===== src/rtl/spi_rd_master_pkg.sv =====
// Shared types and constants for the SPI protected-ROM read initiator.
package spi_rd_pkg;

    typedef enum logic [1:0] {IDLE, FLUSH, SHIFT, DONE} state_t;

    localparam int ADDR_W = 5;
    localparam int DATA_W = 16;
    localparam int ERR_W  = 5;
    localparam int RX_W   = DATA_W + ERR_W;

    localparam int N_EDGES         = 29;
    localparam int ADDR_FIRST_EDGE = 2;
    localparam int DATA_FIRST_EDGE = 9;

endpackage


===== src/rtl/spi_rd_master_if.sv =====
// Request/response port of the SPI read initiator.
interface spi_rd_master_if;

    logic                          req_valid;
    logic                          req_ready;
    logic [spi_rd_pkg::ADDR_W-1:0] req_addr;
    logic                          rsp_valid;
    logic [spi_rd_pkg::DATA_W-1:0] rsp_data;
    logic [spi_rd_pkg::ERR_W-1:0]  rsp_err_idx;
    logic                          rsp_err;
    logic                          busy;

    // master = requester, slave = the SPI initiator serving requests
    modport master (output req_valid, req_addr,
                    input  req_ready, rsp_valid, rsp_data, rsp_err_idx, rsp_err, busy);
    modport slave  (input  req_valid, req_addr,
                    output req_ready, rsp_valid, rsp_data, rsp_err_idx, rsp_err, busy);

endinterface


===== src/rtl/spi_rd_master_sck_div.sv =====
// sck half-period divider: CLK_DIV cycles per phase, ticks mark the clk edge
// on which sck should rise or fall.
module spi_sck_div #(
    parameter int CLK_DIV = 4
) (
    input  logic clk,
    input  logic rst_n,
    input  logic en,
    input  logic clr,
    output logic rise,
    output logic fall,
    output logic pre_fall
);

    logic [7:0] cnt;
    logic       phase;    // 0 = low half, 1 = high half
    logic       tick;

    assign tick     = en && (cnt == 8'(CLK_DIV - 1));
    assign rise     = tick && !phase;
    assign fall     = tick && phase;
    // one cycle ahead of fall, lets the caller end a high phase early
    assign pre_fall = en && phase && (cnt == 8'(CLK_DIV - 2));

    always_ff @(posedge clk or negedge rst_n) begin
        if (!rst_n) begin
            cnt   <= '0;
            phase <= 1'b0;
        end else if (clr) begin
            cnt   <= '0;
            phase <= 1'b0;
        end else if (en) begin
            if (tick) begin
                cnt   <= '0;
                phase <= ~phase;
            end else begin
                cnt <= cnt + 8'd1;
            end
        end
    end

endmodule


===== src/rtl/spi_rd_master.sv =====
// SPI mode-0 initiator: one flush edge with cs_n high, then 29 edges that
// send a 5-bit address and receive 16 data bits plus a 5-bit error index.
module spi_rd_master
    import spi_rd_pkg::*;
#(
    parameter int CLK_DIV = 4
) (
    input  logic               clk,
    input  logic               rst_n,
    spi_rd_master_if.slave     rif,
    output logic               sck,
    output logic               cs_n,
    output logic               mosi,
    input  logic               miso
);

    state_t              state;
    logic                req_ready;
    logic                rsp_valid;
    logic [DATA_W-1:0]   rsp_data;
    logic [ERR_W-1:0]    rsp_err_idx;
    logic                rsp_err;
    logic [ADDR_W-1:0]   addr_sh;
    logic [RX_W-1:0]     rx;
    logic [4:0]          ecnt;
    logic                rise, fall, pre_fall;

    spi_sck_div #(.CLK_DIV(CLK_DIV)) u_div (
        .clk      (clk),
        .rst_n    (rst_n),
        .en       (state == FLUSH || state == SHIFT),
        .clr      (state == IDLE),
        .rise     (rise),
        .fall     (fall),
        .pre_fall (pre_fall)
    );

    assign rif.req_ready   = req_ready;
    assign rif.busy        = ~req_ready;
    assign rif.rsp_valid   = rsp_valid;
    assign rif.rsp_data    = rsp_data;
    assign rif.rsp_err_idx = rsp_err_idx;
    assign rif.rsp_err     = rsp_err;

    always_ff @(posedge clk or negedge rst_n) begin
        if (!rst_n) begin
            state       <= IDLE;
            req_ready   <= 1'b1;
            cs_n        <= 1'b1;
            sck         <= 1'b0;
            mosi        <= 1'b0;
            addr_sh     <= '0;
            rx          <= '0;
            ecnt        <= '0;
            rsp_valid   <= 1'b0;
            rsp_data    <= '0;
            rsp_err_idx <= '0;
            rsp_err     <= 1'b0;
        end else begin
            rsp_valid <= 1'b0;
            case (state)
                IDLE: begin
                    if (rif.req_valid) begin
                        addr_sh   <= rif.req_addr;
                        ecnt      <= '0;
                        req_ready <= 1'b0;
                        state     <= FLUSH;
                    end
                end
                FLUSH: begin
                    if (rise) sck <= 1'b1;
                    if (fall) begin
                        sck   <= 1'b0;
                        state <= SHIFT;
                    end
                end
                SHIFT: begin
                    // cs_n drops one cycle after sck fell, never on an sck edge
                    if (cs_n) cs_n <= 1'b0;
                    if (rise) begin
                        sck  <= 1'b1;
                        ecnt <= ecnt + 5'd1;
                        if (ecnt >= 5'(DATA_FIRST_EDGE - 1))
                            rx <= {rx[RX_W-2:0], miso};
                    end
                    // last high phase ends a cycle early so cs_n can rise alone
                    if (pre_fall && ecnt == 5'(N_EDGES)) sck <= 1'b0;
                    if (fall) begin
                        sck <= 1'b0;
                        if (ecnt == 5'(N_EDGES)) begin
                            cs_n        <= 1'b1;
                            mosi        <= 1'b0;
                            rsp_valid   <= 1'b1;
                            rsp_data    <= rx[RX_W-1:ERR_W];
                            rsp_err_idx <= rx[ERR_W-1:0];
                            rsp_err     <= |rx[ERR_W-1:0];
                            state       <= DONE;
                        end else if (ecnt >= 5'(ADDR_FIRST_EDGE - 1) &&
                                     ecnt <  5'(ADDR_FIRST_EDGE - 1 + ADDR_W)) begin
                            mosi    <= addr_sh[ADDR_W-1];
                            addr_sh <= {addr_sh[ADDR_W-2:0], 1'b0};
                        end else begin
                            mosi <= 1'b0;
                        end
                    end
                end
                DONE: begin
                    req_ready <= 1'b1;
                    state     <= IDLE;
                end
                default: state <= IDLE;
            endcase
        end
    end

endmodule


===== src/flat_wrapper.sv =====
// flat-port wrapper written by rule: the top's interface ports become plain ports
module spi_rd_master_flat import spi_rd_pkg::*;
#(
    parameter int CLK_DIV = 4
)
  (clk, rst_n, sck, cs_n, mosi, miso, rif_req_valid, rif_req_addr, rif_req_ready, rif_rsp_valid, rif_rsp_data, rif_rsp_err_idx, rif_rsp_err, rif_busy);
  spi_rd_master_if rif_i ();
  input  logic clk;
  input  logic rst_n;
  output logic sck;
  output logic cs_n;
  output logic mosi;
  input  logic miso;
  input wire logic [$bits(rif_i.req_valid)-1:0] rif_req_valid;
  input wire logic [$bits(rif_i.req_addr)-1:0] rif_req_addr;
  output wire logic [$bits(rif_i.req_ready)-1:0] rif_req_ready;
  output wire logic [$bits(rif_i.rsp_valid)-1:0] rif_rsp_valid;
  output wire logic [$bits(rif_i.rsp_data)-1:0] rif_rsp_data;
  output wire logic [$bits(rif_i.rsp_err_idx)-1:0] rif_rsp_err_idx;
  output wire logic [$bits(rif_i.rsp_err)-1:0] rif_rsp_err;
  output wire logic [$bits(rif_i.busy)-1:0] rif_busy;
  assign rif_i.req_valid = rif_req_valid;
  assign rif_i.req_addr = rif_req_addr;
  assign rif_req_ready = rif_i.req_ready;
  assign rif_rsp_valid = rif_i.rsp_valid;
  assign rif_rsp_data = rif_i.rsp_data;
  assign rif_rsp_err_idx = rif_i.rsp_err_idx;
  assign rif_rsp_err = rif_i.rsp_err;
  assign rif_busy = rif_i.busy;
  spi_rd_master #(.CLK_DIV(CLK_DIV)) u_core (.clk(clk), .rst_n(rst_n), .rif(rif_i), .sck(sck), .cs_n(cs_n), .mosi(mosi), .miso(miso));
endmodule

===== config.mk =====
export PLATFORM = sky130hd
export DESIGN_NAME = spi_rd_master_flat
export DESIGN_NICKNAME = d
export VERILOG_FILES = /design/src/rtl/spi_rd_master_pkg.sv /design/src/rtl/spi_rd_master_if.sv /design/src/rtl/spi_rd_master_sck_div.sv /design/src/rtl/spi_rd_master.sv /design/src/flat_wrapper.sv
export SDC_FILE = /design/constraint.sdc
export NUM_CORES = 1
export LEC_CHECK = 0
export CAP_MARGIN = 30
export CORE_MARGIN = 10
export CORE_UTILIZATION = 50
export DETAILED_ROUTE_END_ITERATION = 7
export HOLD_SLACK_MARGIN = 0.15
export PLACE_DENSITY = 0.72
export SLEW_MARGIN = 15
export SYNTH_ARGS = -nofsm -noshare
export SYNTH_HDL_FRONTEND = slang
export SYNTH_SLANG_ARGS = --single-unit

===== constraint.sdc =====
create_clock -name clk -period 5.1 [get_ports clk]
set_input_delay 0.765 -clock clk [delete_from_list [all_inputs] [get_ports clk]]
set_output_delay 0.765 -clock clk [all_outputs]
set_load 0.005 [all_outputs]

==> results.md <==
- Antenna cells: 0
- Final number of setup-violating endpoints: 0
- Clock Path Buffers: 2
- Vias in the first global route: 2030
- CP max-delay cell: dfrtp_1
- Worst path arrival time: 2680 ps
- RSZ-0062 raised after global routing: no
- Leak: 1.72 nW
- Initial Util: 51.1%
- Routed WL: 5980 microns
- Maximum vdd drop: 241 uV
- Fraction of registers with async set or reset after synthesis: 100%
- CTS Buf Count: 9
- Place WS: 2600 ps
- Share of cells above drive strength 1: 22.6%
- Post-synth net total: 272
- Worst Setup Start Kind: register
- CP required: 5340 ps
- Clock Latency Late Sink: 350 ps
- Cell Rows: 29
- Status: finished clean
- Largest net degree at the start of global routing: 49
- Ratio of final minimum period to clock period: 48.0%
- H-tree levels: 3
- DP Area: 3590 sq um
- Remaining DRCs: 0
- Hold WS: 388 ps
- Min-delay worst type: input pin to asynchronous set/reset pin
- Clock transition at path regs: 80 ps
- R2r setup slk: 2650 ps
- Initial antenna violation count: 0
- Hold Buf Count CTS: 0
- Netlist Area Pre-Place: 3210 sq um
- Total Power: 1.61 mW
- Antenna Nets Post-Route: 0
- Die Y: 100 microns
- Final worst setup slack: 2650 ps
- Nets: 310
- Most used flip-flop cell after synthesis: dfrtp_1
- Worst path cell trace: inv_1 -> ha_1 -> nor3b_2 -> and4_1 -> and3_1 -> buf_4 -> mux2_2
- DR vias/cell: 5.44
- Width of the die: 100 microns
- Number of input and output port buffers inserted: 36
- Area growth, synth to finish: 18.3%
- Setup TNS: 0 ps
- Total Routing Usage GR: 12.8%
- Final-report hold violation count: 0
- Avg Cell Area, Syn: 12.6 sq um
- Die area: 10000 sq um
- Initial drt markers: 103
- CP Class: register to register
- Per-cell routed wire length: 16.0 microns
- DP Wirelength: 4190 microns
- Post-route clock skew: 12.3 ps
- First-pass GRT wire length: 10100 microns
- CP endpoint kind: register
- Clock sinks: 69
- Cell variety after synth: 46
- #FFs+latches synth: 69
- Max-slew headroom: 54.4%
- Design area: 3790 sq um
- CTS-repair resized insts: 0
- Post-Syn Instances: 254
- Number of max-cap violations: 0
- IO Count: 37
- Core area: 6280 sq um
- Pwr dens: 424 nW/um^2
- Slew Viols, Final: 0
- Worst R2R Start: u_core.state[0]$_DFFE_PN0P_
- Setup Fix Bufs, Post-CTS: 0
- Maximum fanout along the worst path: 22
- Fmax: 409 MHz
- R2R Path End: u_core.rif.rsp_data[14]$_DFFE_PN0P_
- Cell depth of the worst flop-to-flop path: 7
- Tmin final: 2450 ps
- Placer Congestion: 0.789
- Congestion Overflow GR: 0
- CP max stage delay: 420 ps
- Routed vias: 2034
- Drt pass-1 iters: 4
- Post-synth EDFFs: 0
- Worst Tran Pin Value: 666 ps
- Synth warnings: 0
- CTS tree: built
- Seq/Total Area, Yosys: 53.9%
- Root buffer cell: clkbuf_8
-- layout by cell type (no fill, tap or decap), drive strengths merged, types with 2 or more instances in the layout --
cell type,n
dfrtp,67
mux2,43
clkdlybuf4s50,35
nor2,18
nand2,15
o21ai,11
clkbuf,11
o22ai,9
ha,9
a21oi,7
inv,7
nand3,6
xor2,5
nor2b,4
mux2i,4
buf,4
nand4,3
and3,3
o31ai,3
a21o,3
nor4,3
nor3,2
a31oi,2
clkinvlp,2
dfstp,2
nor3b,2
-- worst max-delay path, delay by kind of cell, from the launching register on --
| family | cells | cell delay (ps) |
|---|---|---|
| fa+ha+maj | 1 | 310 |
| mux | 1 | 380 |
| simple gates | 3 | 760 |
| buf+inv | 2 | 460 |
| flops | 1 | 420 |
-- logic make-up (layout without fill, tap and decap cells) --
logic type	count (synthesis)	count (layout)	synth area share [%]
flops	69	69	53.9
simple gates	64	64	10.8
mux	47	47	18.6
compound gates	41	41	8.04
buf+inv	18	61	3.47
fa+ha+maj	9	9	3.51
xor+xnor	6	6	1.64
-- Yosys cell counts (3+ instances only) --
cell	n	area share (%)
a21o_1	3	0.70
mux2i_1	4	1.2
dfrtp_1	67	52
nand3_1	6	0.94
mux2_2	24	8.4
clkbuf_1	6	0.70
mux2_4	19	8.9
nand4_1	3	0.59
nor2b_1	4	0.78
inv_1	6	0.70
a21oi_1	7	1.1
and3_1	3	0.59
o21ai_0	10	1.6
o22ai_1	9	1.8
o31ai_1	3	0.70
xor2_1	5	1.4
ha_1	9	3.5
nor2_1	18	2.1
nand2_1	15	1.8
-- area by class of cell --
type / count / area, sq um
tap: 77 / 96.3
clock buffer: 11 / 141
inverter: 6 / 22.5
clock inverter: 5 / 58.8
multi-input combinational: 167 / 1370
sequential: 69 / 1730
timing repair buffer: 39 / 378
fill: 509 / 2480
-- registers in the layout (all words and copies together), names as in the netlist, 2 cells and up, named ones only --
| name | count |
|---|---|
| u_core.addr_sh | 5 |
| u_core.ecnt | 5 |
| u_core.rif.rsp_data | 16 |
| u_core.rif.rsp_err_idx | 5 |
| u_core.rx | 21 |
| u_core.state | 2 |
| u_core.u_div.cnt | 8 |
-- how the worst max path moves through the flow --
stage | from | end | slack [ps] | cells after the start
after global placement | rif_req_valid | u_core.addr_sh[2]$_DFFE_PN0P_ | 2640 | 6
after CTS | u_core.state[0]$_DFFE_PN0P_ | u_core.rif.rsp_data[15]$_DFFE_PN0P_ | 2660 | 7
after detailed placement | rif_req_valid | u_core.addr_sh[2]$_DFFE_PN0P_ | 2600 | 6
final | u_core.state[0]$_DFFE_PN0P_ | u_core.rif.rsp_data[14]$_DFFE_PN0P_ | 2650 | 7
after floorplan | u_core.state[0]$_DFFE_PN0P_ | u_core.rif.rsp_data[0]$_DFFE_PN0P_ | 3040 | 8
after global routing | u_core.state[1]$_DFFE_PN0P_ | u_core.rif.rsp_data[15]$_DFFE_PN0P_ | 2480 | 7
-- report_power, final --
part / internal, mW / leakage [nW] / switching (mW) / total, mW
clock network: 0.240 / 0.0959 / 0.206 / 0.446
registers: 0.623 / 0.913 / 0.0888 / 0.712
logic: 0.196 / 0.712 / 0.256 / 0.452
-- per-stage QoR --
| stage | util, % | cells |
|---|---|---|
| finish | 60.4 | 374 |
| detailed placement | 57.2 | 358 |
| CTS | 60.4 | 374 |
| global placement | 57.2 | 358 |
| global route | 60.4 | 374 |
| floorplan | - | 254 |
-- metal layers --
layer	share of wire, %	up-vias	global-route usage [%]
met5	0	-	0
met1	46	1000	16.3
met3	4.0	9	3.98
met2	48	31	19.0
li1	-	994	-
met4	2.1	0	6.85
(Power assumes the default switching activity.)
